**src/rtl/ips2l_pcie_apb_initiator.sv**
```systemverilog
// Source-domain APB initiator: one valid/ready command becomes one APB transfer toward the CDC bridge.
// Optional ACCESS-phase timeout is enabled with `define IPS2L_PCIE_APB_INIT_TIMEOUT_EN.
module ips2l_pcie_apb_initiator #(
    parameter int unsigned GAP_CYCLES     = 8,
    parameter int unsigned TIMEOUT_CYCLES = 1024,
    parameter logic [31:0] ERR_RDATA      = 32'hFFFF_FFFF
) (
    input  logic        i_src_clk,
    input  logic        i_src_rst_n,
    input  logic        i_cmd_valid,
    output logic        o_cmd_ready,
    input  logic        i_cmd_we,
    input  logic [15:0] i_cmd_addr,
    input  logic [31:0] i_cmd_wdata,
    input  logic [3:0]  i_cmd_strb,
    output logic        o_rsp_valid,
    input  logic        i_rsp_ready,
    output logic [31:0] o_rsp_rdata,
    output logic        o_rsp_err,
    output logic        o_p_sel,
    output logic        o_p_ce,
    output logic        o_p_we,
    output logic [15:0] o_p_addr,
    output logic [3:0]  o_p_strb,
    output logic [31:0] o_p_wdata,
    input  logic        i_p_rdy,
    input  logic [31:0] i_p_rdata,
    output logic        o_busy
);

    localparam int unsigned GAP_W = 8;
    localparam int unsigned TO_W  = 16;

    typedef enum logic [2:0] {
        S_IDLE   = 3'd0,
        S_SETUP  = 3'd1,
        S_ACCESS = 3'd2,
        S_RESP   = 3'd3,
        S_GAP    = 3'd4
    } state_t;

    state_t             state_q, state_d;
    logic [GAP_W-1:0]   gap_cnt_q, gap_cnt_d;
    logic               cmd_ready_d, rsp_valid_d, sel_d, ce_d, we_d, busy_d;
    logic [31:0]        rsp_rdata_d, wdata_d;
    logic [15:0]        addr_d;
    logic [3:0]         strb_d;
    logic               accept_c;
    logic               timeout_c;

    assign accept_c = (state_q == S_IDLE) && o_cmd_ready && i_cmd_valid;

`ifdef IPS2L_PCIE_APB_INIT_TIMEOUT_EN
    logic [TO_W-1:0]    to_cnt_q, to_cnt_d;
    logic               rsp_err_d;

    assign timeout_c = (to_cnt_q == TO_W'(TIMEOUT_CYCLES - 1));
`else
    logic               unused_timeout_cfg;

    assign timeout_c          = 1'b0;
    assign o_rsp_err          = 1'b0;
    assign unused_timeout_cfg = ^{TO_W'(TIMEOUT_CYCLES), ERR_RDATA};
`endif

    // State and registered outputs
    always_ff @(posedge i_src_clk or negedge i_src_rst_n) begin
        if (!i_src_rst_n) begin
            state_q     <= S_IDLE;
            gap_cnt_q   <= '0;
            o_cmd_ready <= 1'b0;
            o_rsp_valid <= 1'b0;
            o_rsp_rdata <= '0;
            o_p_sel     <= 1'b0;
            o_p_ce      <= 1'b0;
            o_p_we      <= 1'b0;
            o_p_addr    <= '0;
            o_p_strb    <= '0;
            o_p_wdata   <= '0;
            o_busy      <= 1'b0;
`ifdef IPS2L_PCIE_APB_INIT_TIMEOUT_EN
            to_cnt_q    <= '0;
            o_rsp_err   <= 1'b0;
`endif
        end else begin
            state_q     <= state_d;
            gap_cnt_q   <= gap_cnt_d;
            o_cmd_ready <= cmd_ready_d;
            o_rsp_valid <= rsp_valid_d;
            o_rsp_rdata <= rsp_rdata_d;
            o_p_sel     <= sel_d;
            o_p_ce      <= ce_d;
            o_p_we      <= we_d;
            o_p_addr    <= addr_d;
            o_p_strb    <= strb_d;
            o_p_wdata   <= wdata_d;
            o_busy      <= busy_d;
`ifdef IPS2L_PCIE_APB_INIT_TIMEOUT_EN
            to_cnt_q    <= to_cnt_d;
            o_rsp_err   <= rsp_err_d;
`endif
        end
    end

    // Next-state logic
    always_comb begin
        state_d = state_q;
        case (state_q)
            S_IDLE:   if (accept_c) state_d = S_SETUP;
            S_SETUP:  state_d = S_ACCESS;
            S_ACCESS: if (i_p_rdy || timeout_c) state_d = S_RESP;
            S_RESP:   if (i_rsp_ready) state_d = S_GAP;
            S_GAP:    if (gap_cnt_q == '0) state_d = S_IDLE;
            default:  state_d = S_IDLE;
        endcase
    end

    // Next values of the registered outputs; payload holds until the next accept
    always_comb begin
        cmd_ready_d = 1'b0;
        rsp_valid_d = o_rsp_valid;
        rsp_rdata_d = o_rsp_rdata;
        sel_d       = o_p_sel;
        ce_d        = o_p_ce;
        we_d        = o_p_we;
        addr_d      = o_p_addr;
        strb_d      = o_p_strb;
        wdata_d     = o_p_wdata;
        gap_cnt_d   = gap_cnt_q;
        busy_d      = (state_d != S_IDLE);
`ifdef IPS2L_PCIE_APB_INIT_TIMEOUT_EN
        to_cnt_d    = to_cnt_q;
        rsp_err_d   = o_rsp_err;
`endif
        case (state_q)
            S_IDLE: begin
                cmd_ready_d = 1'b1;
                if (accept_c) begin
                    cmd_ready_d = 1'b0;
                    sel_d       = 1'b1;
                    ce_d        = 1'b0;
                    we_d        = i_cmd_we;
                    addr_d      = i_cmd_addr;
                    strb_d      = i_cmd_strb;
                    wdata_d     = i_cmd_wdata;
                end
            end
            S_SETUP: begin
                ce_d = 1'b1;
`ifdef IPS2L_PCIE_APB_INIT_TIMEOUT_EN
                to_cnt_d = '0;
`endif
            end
            S_ACCESS: begin
`ifdef IPS2L_PCIE_APB_INIT_TIMEOUT_EN
                to_cnt_d = to_cnt_q + TO_W'(1);
`endif
                // A ready pulse coinciding with the timeout still completes normally
                if (i_p_rdy) begin
                    sel_d       = 1'b0;
                    ce_d        = 1'b0;
                    rsp_rdata_d = o_p_we ? 32'd0 : i_p_rdata;
                    rsp_valid_d = 1'b1;
`ifdef IPS2L_PCIE_APB_INIT_TIMEOUT_EN
                    rsp_err_d   = 1'b0;
`endif
                end else if (timeout_c) begin
                    sel_d       = 1'b0;
                    ce_d        = 1'b0;
                    rsp_rdata_d = ERR_RDATA;
                    rsp_valid_d = 1'b1;
`ifdef IPS2L_PCIE_APB_INIT_TIMEOUT_EN
                    rsp_err_d   = 1'b1;
`endif
                end
            end
            S_RESP: begin
                if (i_rsp_ready) begin
                    rsp_valid_d = 1'b0;
                    rsp_rdata_d = '0;
                    gap_cnt_d   = GAP_W'(GAP_CYCLES - 1);
                end
            end
            S_GAP: begin
                if (gap_cnt_q == '0) begin
                    cmd_ready_d = 1'b1;
                end else begin
                    gap_cnt_d = gap_cnt_q - GAP_W'(1);
                end
            end
            default: ;
        endcase
    end

endmodule
```
**config.mk**
```make
export PLATFORM = sky130hd
export DESIGN_NAME = ips2l_pcie_apb_initiator
export DESIGN_NICKNAME = d
export VERILOG_FILES = /design/src/rtl/ips2l_pcie_apb_initiator.sv
export SDC_FILE = /design/constraint.sdc
export NUM_CORES = 1
export LEC_CHECK = 0
export ABC_AREA = 1
export CORE_ASPECT_RATIO = 1.2
export CORE_UTILIZATION = 55
export CTS_CLUSTER_DIAMETER = 100
export DETAILED_ROUTE_END_ITERATION = 12
export DONT_BUFFER_PORTS = 1
export GPL_ROUTABILITY_DRIVEN = 0
export PLACE_DENSITY = 0.7
export SYNTH_ARGS = -nofsm -noshare
export SYNTH_HDL_FRONTEND = slang
export SYNTH_SLANG_ARGS = --single-unit
```
**constraint.sdc**
```tcl
create_clock -name i_src_clk -period 3 [get_ports i_src_clk]
set_input_delay 0 -clock i_src_clk [delete_from_list [all_inputs] [get_ports i_src_clk]]
set_output_delay 0 -clock i_src_clk [all_outputs]
set_load 0.05 [all_outputs]
```
== After elaboration in Yosys (flattened, before gate mapping) ==
Index checks and enable logic that the tools add are counted.

* Output and inout bits: 91
* Bits in registers: 101
* Word-level logic and storage cells: 58
* Input bits: 90

* Reduce and logical (&&, ||, !) cells: 14
* Equal/unequal tests: 8
* Multiplexer cells: 23
* Add/subtract/negate cells: 1

{| class="wikitable"
|+ Operators by type and width
! operator !! count
|-
| two-way mux 32 bit || 3
|-
| one-hot mux 32 bit (2 select lines) || 1
|-
| two-way mux 8 bit || 2
|-
| one-hot mux 8 bit (2 select lines) || 1
|-
| one-hot mux 3 bit (5 select lines) || 1
|-
| two-way mux 3 bit || 4
|-
| AND reduction 3 bit || 4
|-
| logical NOT 8 bit || 1
|-
| != test 2 bit (second input constant) || 4
|-
| subtractor 8 x 1 -> 8 bit (second input constant) || 1
|-
| two-way mux 1 bit || 7
|-
| equality test 3 x 2 -> 1 bit (second input constant) || 2
|-
| one-hot mux 1 bit (2 select lines) || 3
|-
| nonzero test 2 bit || 3
|-
| nonzero test 3 bit || 2
|-
| equality test 3 x 1 -> 1 bit (second input constant) || 1
|-
| equality test 3 bit (second input constant) || 1
|-
| logical NOT 3 bit || 1
|-
| one-hot mux 1 bit (3 select lines) || 1
|-
| logical AND 1 bit || 2
|-
| AND reduction 2 bit || 1
|}

== Logic depth before layout (Yosys ltp) ==
* Word-level depth: 6
* Gate-level depth with buffers: 9
* Gate-level depth less buffers: 9

== Least setup slack after synthesis ==
OpenSTA, ideal clock, no wires.

* Kind: register to register
* Start: register o_cmd_ready
* End: register o_p_addr[0]
* Period minus slack after synthesis: 1.447 ns
* Arrival time: 1.318 ns
* Slack: 1.553 ns
* Cell stages (with the launch flop): 6
* Library setup time: 0.129 ns
* Path buffers: 2
* Data required time: 2.871 ns
* Cell sequence: dfrtp_1 > nand4_4 > buf_4 > buf_4 > nand2_1 > o21ai_1

* Word-level cells in the longest chain between the ends: 3

{| class="wikitable"
|+ RTL lines
! what !! line !! source
|-
| start: declaration || 11 || <nowiki>output logic o_cmd_ready,</nowiki>
|-
| start signal: assignment || 88 || <nowiki>o_cmd_ready <= cmd_ready_d;</nowiki>
|-
| logical AND 1 bit (2 in series) || 51 || <nowiki>assign accept_c = (state_q == S_IDLE) && o_cmd_ready && i_cmd_valid;</nowiki>
|-
| AND reduction 2 bit (no source line) || -- ||
|-
| end signal: assignment || 94 || <nowiki>o_p_addr <= addr_d;</nowiki>
|-
| end: declaration || 23 || <nowiki>output logic [15:0] o_p_addr,</nowiki>
|}

Every way passes these cells.
A chain may end at the register's enable or synchronous reset.

== Worst setup path after layout ==
* Start: register o_cmd_ready
* End: register o_p_wdata[29]

* Word-level cells in the longest chain between the ends: 3

{| class="wikitable"
|+ RTL lines
! what !! line !! source
|-
| logical AND 1 bit (2 in series) || 51 ||
|-
| AND reduction 2 bit (no source line) || -- ||
|-
| end signal: assignment || 96 || <nowiki>o_p_wdata <= wdata_d;</nowiki>
|-
| end: declaration || 25 || <nowiki>output logic [31:0] o_p_wdata,</nowiki>
|}

Every way passes these cells.

==> flow_metrics.tcl <==
set metrics [dict create \
    cts_root_buffer "clkbuf_8" \
    period_share 0.689 \
    synthSimpleGateAreaFrac 0.222 \
    crit_chain "nand4_4 > buf_12 > nand2_1 > o21ai_0" \
    min_path_type "in -> reg" \
    cts_buffers 9 \
    synth_compound_area_frac 0.0783 \
    grt_pass1_wl_um 16100 \
    num_vias 3534 \
    hold_violations 0 \
    outcome "complete, no violations" \
    drt-initial-drc-count 162 \
    dieArea_um2 8110 \
    stdcell_area_um2 5370 \
    end_kind "flop" \
    power.density_nw_per_um2 1110 \
    reg2reg_to "o_p_wdata[29]$_DFFE_PN0P_" \
    antenna_found_initial 0 \
    criticalPathCategory "reg -> reg" \
    diodes 0 \
    cts_buffer_depth 2 \
    first_global_vias 3513 \
    synthMuxAreaShare 0 \
    fmax_ghz 0.484 \
    clock-sinks 101 \
    ir_drop_mv 0.611 \
    syn_nets 569 \
    hold_end "o_p_addr[4]$_DFFE_PN0P_" \
    hold_depth 2 \
    grt_max_degree 102 \
    drive_above_1_share 0.0589 \
    wl_per_cell_um 16.1 \
    seq_area_um2 2530 \
    hold_start "i_cmd_valid" \
    port_buffers 0 \
    mostFrequentLayoutCells "nand2_1, dfrtp_1, dlygate4sd3_1" \
    yosys-top-cells-area "dfrtp_1, nand2_1, nand3_1, inv_1, o21ai_0" \
    cp_max_fo 57 \
    syn_inst 478 \
    grt_overflow 0 \
    seq_area_frac_synth 0.593 \
    cts_resized 0 \
    cp_slowest_cell "dfrtp_1" \
    multi_input_area_um2 1320 \
    slew_violations 0 \
    core-area_um2 7360 \
    finalSetupViolations 0 \
    start_kind "flop" \
    cp.arrival_ns 2.30 \
    path_delay_family "simple AND/OR/NAND/NOR gates" \
    dp_hpwl_um 5890 \
    r2r_start "o_cmd_ready$_DFF_PN0_" \
    die_w_um 82.4 \
    area_growth_pct 25.8 \
    fillers 497 \
    cts_setup_buffers 0 \
    cts_tree "done" \
    path_buf_inv 1 \
    fin_skew_ns 0.0129 \
    critPathRequiredTime_ns 3.24 \
    r2r_setup_slack_ns 0.93 \
    synthesis.area_um2 4260 \
    die_h_um 98.5 \
    synth_area_leader_cell "dfrtp_1" \
    drc 0 \
    vias_per_cell 5.44 \
    timing.setup.tns_ns 0 \
    cp.depth 4 \
    syn_avg_cell_area_um2 8.92 \
    initial_utilization 0.579 \
    synth-xor-area-share 0.00411 \
    placed_area_um2 4260 \
    ys.warnings.count 0 \
    antenna_left 0 \
    rows 34 \
    rsz0062_at_grt "false" \
    synth_top_area_share 0.593 \
    tightest_slew_ns 1.00 \
    layout_commonest_cell "nand2_1" \
    slew_headroom 0.330 \
    synth_seq_cells 101 \
    finalNetCount 646 \
    htreeDepth 3 \
    path_clk_slew_ns 0.10 \
    power_mw 5.93 \
    slowest_delay_ns 0.69 \
    wirelength_um 10500 \
    period_needed_ns 2.07 \
    synth_fa_ha_area_frac 0.00293 \
    clk_latency_ns 0.36 \
    drv_cap 0 \
    firstDrtPassIters 5 \
    synth_top_family_by_area "simple AND/OR/NAND/NOR gates" \
    ys_types 27 \
    r2r_cells 4 \
    grt.total_usage 0.265 \
    pin_count 181 \
    leakage_nw 2.80 \
]
per-stage QoR:
stage	util	hold WS (ns)	worst slack, ns	cells
CTS	0.729	0.173	0.934	650
global route	0.729	0.212	0.769	650
global placement	0.578	-0.294	1.00	545
detailed placement	0.578	-0.294	0.953	545
floorplan	-	-0.296	1.55	478
finish	0.729	0.189	0.933	650
routing by layer:
metal  global-route usage  routed length (µm)
met5                    0                   0
met4                0.104                 175
met3               0.0824                 984
met2                0.477                5430
met1                0.280                3900
flip-flops by register name, indices dropped and copies added (netlist names):
register     cells
gap_cnt_q        8
o_busy           1
o_cmd_ready      1
o_p_addr        16
o_p_ce           1
o_p_sel          1
o_p_strb         4
o_p_wdata       32
o_p_we           1
o_rsp_rdata     32
o_rsp_valid      1
state_q          3
area by class of cell:
class	count	area share
clock inverters	6	0.0117
well taps	90	0.0210
multi-input cells	280	0.245
inverters	71	0.0497
flip-flops and latches	101	0.471
clock buffers	10	0.0257
repair buffers	92	0.176
how the worst max path moves through the flow:
stage	start	to
4_1_cts	o_cmd_ready$_DFF_PN0_	o_p_wdata[20]$_DFFE_PN0P_
3_5_place_dp	o_cmd_ready$_DFF_PN0_	o_p_wdata[12]$_DFFE_PN0P_
6_report	o_cmd_ready$_DFF_PN0_	o_p_wdata[29]$_DFFE_PN0P_
2_1_floorplan	o_cmd_ready$_DFF_PN0_	o_p_addr[0]$_DFFE_PN0P_
3_3_place_gp	o_cmd_ready$_DFF_PN0_	o_p_wdata[26]$_DFFE_PN0P_
5_1_grt	o_cmd_ready$_DFF_PN0_	o_p_wdata[29]$_DFFE_PN0P_
kinds of logic after synthesis:
group                    count (synthesis)
AO/OA/AOI/OAI                           63
XOR/XNOR                                 2
buffers and inverters                   97
AND/OR/NAND/NOR                        213
adder cells (fa/ha/maj)                  1
other                                    1
flip-flops                             101
Yosys cell counts:
cell type and count:
nand2_1 114, dfrtp_1 101, nand3_1 76, inv_1 68, o21ai_0 44, nor2_1 14
o21ai_1 12, clkbuf_1 8, buf_4 6, buf_1 4, buf_2 4, buf_6 4
a21oi_1 3, inv_2 3, o21ai_2 3, nand4_1 2, nor2_4 2, a22oi_2 1
conb_1 1, ha_1 1, nand2_2 1, nand4_2 1, nand4_4 1, nor2_2 1
nor3_1 1, xnor2_1 1, xor2_1 1
where the power goes:
part           internal (mW)  switching (mW)  leakage, nW  total, mW
Sequential              1.84            2.08         1.30       3.92
Combinational          0.427           0.726         1.39       1.15
Clock                  0.407           0.451        0.106      0.858
repair_timing:
item	in CTS	in global routing
endpoints found under the setup margin	0	0
hold buffers	89	0
endpoints found under the hold margin	189	0
Power figures use the tool's default switching activity.
